$ cat src/rtl/wbs_uart_tx_pkg.sv
// wbs_uart_tx_pkg: register map, STATUS layout and serialiser states for wbs_uart_tx.
// WBS_UART_TX_PARITY_EN adds the PARITY state between DATA and STOP.
package wbs_uart_tx_pkg;
  localparam logic [15:0] ADDR_TXDATA  = 16'h0000;
  localparam logic [15:0] ADDR_STATUS  = 16'h0001;
  localparam logic [15:0] ADDR_BAUDDIV = 16'h0002;
  localparam int STAT_EMPTY = 0;
  localparam int STAT_FULL  = 1;
  localparam int STAT_BUSY  = 2;
  localparam int STAT_LEVEL = 8;
  localparam logic [15:0] BAUDDIV_MIN = 16'd2;
  typedef enum logic [2:0] {
    S_IDLE,
    S_START,
    S_DATA,
`ifdef WBS_UART_TX_PARITY_EN
    S_PARITY,
`endif
    S_STOP
  } state_t;
endpackage

$ cat src/rtl/wbs_uart_tx_fifo.sv
// wbs_uart_tx_fifo: byte FIFO with level count; full/empty derive from the registered level.
module wbs_uart_tx_fifo #(
  parameter int DEPTH = 16
) (
  input  logic                     wb_clk_i,
  input  logic                     wb_rst_ni,
  input  logic                     push,
  input  logic                     pop,
  input  logic [7:0]               din,
  output logic [7:0]               dout,
  output logic                     empty,
  output logic                     full,
  output logic [$clog2(DEPTH):0]   level
);
  localparam int AW = $clog2(DEPTH);
  logic [7:0] mem [DEPTH];
  logic [AW-1:0] wr_ptr, rd_ptr;
  logic do_push, do_pop;
  assign empty   = level == '0;
  assign full    = level == (AW+1)'(DEPTH);
  assign do_push = push && !full;
  assign do_pop  = pop && !empty;
  assign dout    = mem[rd_ptr];
  always_ff @(posedge wb_clk_i or negedge wb_rst_ni)
    if (!wb_rst_ni) begin
      wr_ptr <= '0;
      rd_ptr <= '0;
      level  <= '0;
    end else begin
      if (do_push) wr_ptr <= wr_ptr + AW'(1);
      if (do_pop) rd_ptr <= rd_ptr + AW'(1);
      if (do_push != do_pop) level <= do_push ? level + (AW+1)'(1) : level - (AW+1)'(1);
    end
  always_ff @(posedge wb_clk_i)
    if (do_push) mem[wr_ptr] <= din;
endmodule

$ cat src/rtl/wbs_uart_tx.sv
// wbs_uart_tx: Wishbone B4 pipelined slave feeding a FIFO-buffered 8N1 UART transmitter.
// Define WBS_UART_TX_PARITY_EN to append an even-parity bit (11-bit frame).
module wbs_uart_tx
  import wbs_uart_tx_pkg::*;
#(
  parameter int          DEPTH      = 16,
  parameter logic [15:0] BAUD_RESET = 16'd104
) (
  input  logic        wb_clk_i,
  input  logic        wb_rst_ni,
  input  logic        wb_cyc_i,
  input  logic        wb_stb_i,
  input  logic        wb_we_i,
  input  logic [3:0]  wb_sel_i,
  input  logic [15:0] wb_adr_i,
  input  logic [31:0] wb_dat_i,
  output logic [31:0] wb_dat_o,
  output logic        wb_stall_o,
  output logic        wb_ack_o,
  output logic        uart_tx_o
);
  state_t state, state_nx;
  logic [15:0] baud, cnt, cnt_nx;
  logic [2:0] idx, idx_nx;
  logic [7:0] sh, sh_nx, dout;
  logic [$clog2(DEPTH):0] level;
  logic [31:0] status, rd_data;
  logic empty, full, busy, accept, push, pop, tx_nx, unused;
  assign unused     = ^{wb_sel_i[3:2], wb_dat_i[31:16]};
  assign busy       = state != S_IDLE;
  assign wb_stall_o = wb_cyc_i && wb_stb_i && wb_we_i && wb_adr_i == ADDR_TXDATA && wb_sel_i[0] && full;
  assign accept     = wb_cyc_i && wb_stb_i && !wb_stall_o;
  assign push       = accept && wb_we_i && wb_adr_i == ADDR_TXDATA && wb_sel_i[0];
  always_comb begin
    status = '0;
    status[STAT_EMPTY] = empty;
    status[STAT_FULL] = full;
    status[STAT_BUSY] = busy;
    status[STAT_LEVEL +: 8] = 8'(level);
  end
  assign rd_data = wb_we_i ? '0 :
                   wb_adr_i == ADDR_STATUS ? status :
                   wb_adr_i == ADDR_BAUDDIV ? {16'h0, baud} : '0;
  wbs_uart_tx_fifo #(.DEPTH(DEPTH)) u_fifo (
    .wb_clk_i(wb_clk_i), .wb_rst_ni(wb_rst_ni), .push(push), .pop(pop), .din(wb_dat_i[7:0]),
    .dout(dout), .empty(empty), .full(full), .level(level)
  );
  always_ff @(posedge wb_clk_i or negedge wb_rst_ni)
    if (!wb_rst_ni) begin
      wb_ack_o <= 1'b0;
      wb_dat_o <= '0;
      baud     <= BAUD_RESET;
    end else begin
      wb_ack_o <= accept;
      if (accept) wb_dat_o <= rd_data;
      if (accept && wb_we_i && wb_adr_i == ADDR_BAUDDIV && wb_sel_i[1:0] == 2'b11)
        baud <= wb_dat_i[15:0] < BAUDDIV_MIN ? BAUDDIV_MIN : wb_dat_i[15:0];
    end
  always_ff @(posedge wb_clk_i or negedge wb_rst_ni)
    if (!wb_rst_ni) begin
      state     <= S_IDLE;
      cnt       <= '0;
      idx       <= '0;
      sh        <= '0;
      uart_tx_o <= 1'b1;
    end else begin
      state     <= state_nx;
      cnt       <= cnt_nx;
      idx       <= idx_nx;
      sh        <= sh_nx;
      uart_tx_o <= tx_nx;
    end
  // cnt counts down the current bit; the divider is reloaded at every bit boundary
  always_comb begin
    state_nx = state;
    cnt_nx   = cnt;
    idx_nx   = idx;
    sh_nx    = sh;
    tx_nx    = uart_tx_o;
    pop      = 1'b0;
    if (state == S_IDLE) begin
      tx_nx = 1'b1;
      if (!empty) begin
        pop      = 1'b1;
        sh_nx    = dout;
        state_nx = S_START;
        tx_nx    = 1'b0;
        cnt_nx   = baud - 16'd1;
      end
    end else if (cnt != '0) begin
      cnt_nx = cnt - 16'd1;
    end else begin
      cnt_nx = baud - 16'd1;
      case (state)
        S_START: begin
          state_nx = S_DATA;
          idx_nx   = '0;
          tx_nx    = sh[0];
        end
        S_DATA: begin
          if (idx == 3'd7) begin
`ifdef WBS_UART_TX_PARITY_EN
            state_nx = S_PARITY;
            tx_nx    = ^sh;
`else
            state_nx = S_STOP;
            tx_nx    = 1'b1;
`endif
          end else begin
            idx_nx = idx + 3'd1;
            tx_nx  = sh[idx + 3'd1];
          end
        end
`ifdef WBS_UART_TX_PARITY_EN
        S_PARITY: begin
          state_nx = S_STOP;
          tx_nx    = 1'b1;
        end
`endif
        S_STOP: begin
          state_nx = S_IDLE;
          tx_nx    = 1'b1;
        end
        default: state_nx = S_IDLE;
      endcase
    end
  end
endmodule
$ cat config.mk
export PLATFORM = sky130hd
export DESIGN_NAME = wbs_uart_tx
export DESIGN_NICKNAME = d
export VERILOG_FILES = /design/src/rtl/wbs_uart_tx_pkg.sv /design/src/rtl/wbs_uart_tx_fifo.sv /design/src/rtl/wbs_uart_tx.sv
export SDC_FILE = /design/constraint.sdc
export NUM_CORES = 1
export LEC_CHECK = 0
export BUFFER_PORTS_ARGS = -buffer_cell sky130_fd_sc_hd__buf_4
export CAP_MARGIN = 10
export CORE_UTILIZATION = 45
export CTS_BUF_LIST = sky130_fd_sc_hd__clkbuf_8
export CTS_CLUSTER_DIAMETER = 120
export DETAILED_ROUTE_END_ITERATION = 6
export MAX_ROUTING_LAYER = met4
export SLEW_MARGIN = 0
export SYNTH_ARGS = -nofsm -noshare
export SYNTH_HDL_FRONTEND = slang
export SYNTH_SLANG_ARGS = --single-unit
$ cat constraint.sdc
create_clock -name wb_clk_i -period 2.65 [get_ports wb_clk_i]
set_clock_uncertainty 0.05 [all_clocks]
set_input_delay 0.265 -clock wb_clk_i [delete_from_list [all_inputs] [get_ports wb_clk_i]]
set_output_delay 0.265 -clock wb_clk_i [all_outputs]
set_load 0.05 [all_outputs]
=== After elaboration in Yosys (flattened, before gate mapping) ===
Memory sizes are Yosys's and may differ from the RTL's. A register that Yosys moved wholly into a read port is not among the register bits.
Cells that the tools add are included.

* Register bits after elaboration: 85
* Bits in writable memories: 128
* Bits of input ports: 57
* Output and inout bits: 35
* Memories kept: 1

{| class="wikitable"
|+ Memory list
! memory !! words !! width !! rd ports !! clocked after Yosys merged registers in !! write ports !! RTL line !! source
|-
| u_fifo.mem || 16 || 8 || 1 || 1 || 1 || wbs_uart_tx_fifo.sv:16 || <nowiki>logic [7:0] mem [DEPTH];</nowiki>
|}

* $add $sub $neg: 7
* Magnitude comparators: 2
* Equal/unequal tests: 13
* Multiplexer cells: 26
* Bitwise logic cells: 3
* Reductions and logical operators: 28

{| class="wikitable"
|+ Operator list
! kind !! count
|-
| two-way mux 16 bit || 7
|-
| subtractor 16 x 1 -> 16 bit (second input constant) || 2
|-
| equality test 16 x 1 -> 1 bit (second input constant) || 1
|-
| equality test 16 x 2 -> 1 bit (second input constant) || 1
|-
| logical NOT 16 bit || 1
|-
| less-than comparator 16 x 2 -> 1 bit (second input constant) || 1
|-
| nonzero test 16 bit || 1
|-
| two-way mux 3 bit || 5
|-
| logical AND 1 bit || 13
|-
| case mux 3 bit (2 select lines) || 2
|-
| two-way mux 1 bit || 9
|-
| adder 4 x 1 -> 4 bit (second input constant) || 2
|-
| equality test 3 x 2 -> 1 bit (second input constant) || 2
|-
| inequality test 2 bit (second input constant) || 3
|-
| adder 5 x 1 -> 5 bit (second input constant) || 1
|-
| equality test 5 bit (second input constant) || 1
|-
| logical NOT 5 bit || 1
|-
| two-way mux 5 bit || 1
|-
| subtractor 5 x 1 -> 5 bit (second input constant) || 1
|-
| logical NOT 1 bit || 4
|-
| less-than comparator 3 x 4 -> 1 bit (second input constant) || 1
|-
| AND reduction 2 bit || 2
|-
| AND reduction 4 bit || 1
|-
| nonzero test 4 bit || 1
|-
| 13 further kinds || 15
|}

=== Logic depth before layout (Yosys ltp) ===
* Depth in word-level cells: 13
* Gate-level depth with buffers: 11
* Depth with buffers taken out: 10

=== By module ===
Synthesis repeated with hierarchy kept, for this count alone.

* Cell total of the unflattened synthesis: 665
* Area total of the unflattened synthesis: 9,517.9 µm²

{| class="wikitable"
|+ Modules (own cells, without submodules)
! module !! times used !! cells an instance !! area an instance (µm²)
|-
| wbs_uart_tx_fifo || 1 || 288 || 5,881.9
|-
| wbs_uart_tx || 1 || 377 || 3,636.0
|}

=== Worst setup path before layout ===
Ideal clock, no wire load.

* Kind: in2reg
* Start: input wb_adr_i[11]
* End: register u_fifo.level[4]
* Setup time: 0.131 ns
* Arrival time: 2.285 ns
* Data required time: 2.469 ns
* Setup slack: 0.184 ns
* Stages: 11
* Path through: nor4_1 -> and4_1 -> and3_1 -> buf_4 -> inv_1 -> fa_1 -> a21o_1 -> a21oi_1 -> and2_1 -> mux2i_1 -> xnor2_1

* Cells in the longest elaborated chain, start to end: 11
* Elaborated cells between the ends (all ways): 12
* Those cells by class: 1 x eq/ne; 1 x mux; 10 x reduce/logical

{| class="wikitable"
|+ RTL lines
! item !! RTL line !! source
|-
| start: declaration || wbs_uart_tx.sv:15 || <nowiki>input logic [15:0] wb_adr_i,</nowiki>
|-
| logical NOT 16 bit (*) || wbs_uart_tx.sv:31, wbs_uart_tx.sv:33 ||
|-
| logical AND 1 bit (3 in a row) || wbs_uart_tx.sv:31 || <nowiki>assign wb_stall_o = wb_cyc_i && wb_stb_i && wb_we_i && wb_adr_i == ADDR_TXDATA && wb_sel_i[0] && full;</nowiki>
|-
| logical NOT 1 bit || wbs_uart_tx.sv:32 || <nowiki>assign accept = wb_cyc_i && wb_stb_i && !wb_stall_o;</nowiki>
|-
| logical AND 1 bit || wbs_uart_tx.sv:32 ||
|-
| logical AND 1 bit || wbs_uart_tx.sv:33 || <nowiki>assign push = accept && wb_we_i && wb_adr_i == ADDR_TXDATA && wb_sel_i[0];</nowiki>
|-
| logical AND 1 bit (*) (2 in a row) || wbs_uart_tx.sv:33 ||
|-
| logical AND 1 bit (*) || wbs_uart_tx_fifo.sv:21 || <nowiki>assign do_push = push && !full;</nowiki>
|-
| two-way mux 5 bit / inequality test 1 bit (equally long branches) || wbs_uart_tx_fifo.sv:32 || <nowiki>if (do_push != do_pop) level <= do_push ? level + (AW+1)'(1) : level - (AW+1)'(1);</nowiki>
|-
| end signal: assignment || wbs_uart_tx_fifo.sv:32 ||
|-
| end: declaration || wbs_uart_tx_fifo.sv:13 || <nowiki>output logic [$clog2(DEPTH):0] level</nowiki>
|}

Every way passes the cells marked *; elsewhere a longest branch is shown, timed or not.
A chain may end at the register's enable or synchronous reset.

=== Worst setup path after layout ===
* Start: register u_fifo.level[3]
* End: register u_fifo.level[4]

* Cells in the longest elaborated chain, start to end: 9
* Elaborated cells between the ends (all ways): 18
* Those cells by class: 2 x add/sub; 2 x eq/ne; 3 x mux; 11 x reduce/logical

{| class="wikitable"
|+ RTL lines
! item !! RTL line !! source
|-
| equality test 5 bit || wbs_uart_tx_fifo.sv:20 || <nowiki>assign full = level == (AW+1)'(DEPTH);</nowiki>
|-
| logical AND 1 bit || wbs_uart_tx.sv:31 ||
|-
| logical NOT 1 bit || wbs_uart_tx.sv:32 ||
|-
| logical AND 1 bit || wbs_uart_tx.sv:32 ||
|-
| logical AND 1 bit (3 in a row) || wbs_uart_tx.sv:33 ||
|-
| logical AND 1 bit || wbs_uart_tx_fifo.sv:21 ||
|-
| two-way mux 5 bit / inequality test 1 bit (equally long branches) || wbs_uart_tx_fifo.sv:32 ||
|}

Parallel ways exist; a longest one is shown, timed or not.

==> results.cfg <==
[status]
status = complete, no violations

[synthesis]
synth_edf_count = 128
synth-simple-area-share_pct = 9.855
synthMuxAreaShare_pct = 13.02
synth_top_area_share_pct = 41.19
synthAdderAreaFrac_pct = 2.494
syn-cell-area_sq_um = 9331
async_reset_ff_share_pct = 37.25
synth_xor_area_share_pct = 2.427
synth_compound_area_share_pct = 7.375
synth-seq-cells = 204
synth_most_common_cell = edfxtp_1
synth_top_family_by_area = multiplexers
yosys_warnings = 0
synth_top_cells_by_area = edfxtp_1 (41%), dfrtp_1 (19%), mux4_2 (8.4%)
yosysSeqAreaShare_pct = 61.63
netlist-cell-type-count = 66
yosysTopAreaCell = edfxtp_1
syn_inst = 636
yosys_most_used_dff = edfxtp_1
synth_commonest_cells = edfxtp_1 (128), dfrtp_1 (72), nand2_1 (36)
avgSynthCellArea_sq_um = 14.67

[layout]
drive_above_1_share_pct = 28.65
stdcell_area_sq_um = 10980
synthToLayoutAreaGrowth_pct = 17.71
num_antenna_cells = 0
nets = 825
seqCellArea_sq_um = 5752
multi_input_area_sq_um = 3342
nFillCells = 1745
utilization_pct = 54.11

[global_routing]
grt_max_degree = 77
antenna_found_initial = 0
overflow = 0
grt_use_total_pct = 21.45
grt_pass1_wl_microns = 33860
grt_pass1_vias = 6107

[place]
dp_hpwl_microns = 14680
place.gp.congestion = 0.8442
port_buffers = 57
post-place-ws_ns = 0.09282
placed_area_sq_um = 10240

[clock_network]
clockBufferDepth = 3
clk_latency_ns = 0.51
htree_levels = 2
numCtsBuffers = 35
cts_sinks = 204
root_buffer = clkbuf_8
cts_tree = yes
path_clk_slew_ns = 0.06

[pwr]
clkPwrFrac_pct = 27.9
p_sw_share_pct = 32.22
p_seq_share_pct = 42.5
p_int_w = 0.006418
ir_drop_mv = 0.5766
p_switching_w = 0.003051
powerDensity_nw_per_um2 = 862.0
comb_power_share_pct = 29.6
power_w = 0.009468
p_leak_nw = 4.296

[detailed_routing]
drtAntennaViolNets = 0
initialDrtViolationCount = 327
wl_per_cell_microns = 20.34
wl_microns = 21260
drt_pre_antenna_iters = 7
vias = 5798
drc = 0
vias_per_cell = 5.548

[setup_path]
crit_path_cell_trace = nor4_1, nand2_1, and3_1, inv_1, ha_1, a21o_1, a21oi_1, and2_1, mux2i_1, xnor2_1
worstPathRequired_ns = 2.98
cp-start-kind = flop
crit_fanout = 5
critPathKind = reg2reg
path_buf_inv = 1
cp_top_family = simple AND/OR/NAND/NOR gates
arrival_ns = 2.69
crit_slowest_cell = dfrtp_1
max_stage_delay_ns = 0.44
worstSetupEndpointType = flop

[floorplanning]
pin_count = 92
die-area_sq_um = 21320
fp.dieW_microns = 146
core_area_sq_um = 20300
start_util_pct = 45.97
die_y_microns = 146
rows = 52

[sta]
fin_ws_ns = 0.2971
rsz0062_at_grt = no
worst_pin_slew_ns = 1.037
relSlewSlack_pct = 30.87
finalSetupViolCount = 0
hold_viol = 0
timing.final.crit_share_pct = 88.79
setup_tns_ns = 0
min_period_ns = 2.353
max_freq_ghz = 0.4250
slew_violations = 0

[flow_run]
drv_cap = 0

[hold_path]
hp-class = in2reg
-- kinds of logic after synthesis --
group           after synthesis
xor+xnor                     25
flops                       204
mux                          75
simple gates                156
fa+ha+maj                    18
compound gates              101
buf+inv                      56
other cells                   1
-- layer usage --
layer,vias to the layer above,global-route usage [%],wire [microns]
met5,-,-,0
met4,0,5.625,287
met3,23,4.201,1057
met2,149,34.16,10510
met1,2950,28.30,9408
li1,2676,-,-
-- worst paths after layout --
check | from | end | slack, ns | depth (start not counted)
worst max-delay path | u_fifo.level[3] | u_fifo.level[4] | 0.30 | 10
worst min-delay path | wb_dat_i[0] | u_fifo.mem[10][0] | 0.06 | 1
worst max register to register | u_fifo.level[3] | u_fifo.level[4] | 0.30 | 10
worst min register to register | sh[1] | sh[1] | 0.42 | 2
max in group asynchronous | wb_rst_ni | u_fifo.rd_ptr[0] | 1.42 | 2
min in group asynchronous | wb_rst_ni | cnt[5] | 0.41 | 2
-- timing repair --
item | CTS | global route
hold buffers | 9 | 0
hold endpoints to repair | 80 | 0
gates resized for setup | 0 | 0
buffers inserted | 0 | 0
-- layout make-up --
type                    instances  share of cell area, %
well taps                     270                  3.076
repair buffers                105                  7.723
clock inverters                23                  1.082
inverters                      13                 0.4442
clock buffers                  39                  4.887
multi-input cells             391                  30.42
flip-flops and latches        204                  52.36
-- sequential cells by signal, indices dropped and copies added (netlist names) --
name and count:
baud 16, cnt 16, idx 3, sh 8
state 2, u_fifo.level 5, u_fifo.mem 128, u_fifo.rd_ptr 4
u_fifo.wr_ptr 4, uart_tx_o 1, wb_ack_o 1, wb_dat_o 16
-- worst register-to-register path, delay by kind of cell (launching register included) --
kind                       cells  cell delay [ns]
muxes                          1             0.07
and+or+nand+nor                4             0.80
xor gates and xnor gates       1             0.13
DFF                            1             0.44
adders and majority gates      1             0.28
buffers and inverters          1             0.12
AOI/OAI and AO/OA              2             0.36
-- through the flow --
stage	instances	hold WS (ns)
finish	1045	0.05644
global route	1045	0.03499
CTS	1045	0.02879
detailed placement	974	0.4213
global placement	974	0.3989
floorplan	651	-0.08059
-- cell usage in the layout, fill, tap and decap left out, types with 17 or more instances in the layout --
cell	n
a21oi_1	18
buf_4	93
clkbuf_8	39
dfrtp_1	71
edfxtp_1	128
ha_1	17
inv_1	29
mux2_2	21
mux2i_1	19
mux4_2	35
nand2_1	36
nor2_1	19
o21ai_0	23
-- power groups by stage --
stage          Sequential, W  Clock, W  Combinational, W
2_1_floorplan        0.00393         0           0.00208
3_3_place_gp         0.00407         0           0.00275
3_5_place_dp         0.00409         0           0.00280
4_1_cts              0.00402   0.00272           0.00283
5_1_grt              0.00407   0.00287           0.00308
6_report             0.00402   0.00264           0.00281
No activity file was read; power rests on OpenSTA's default activity.
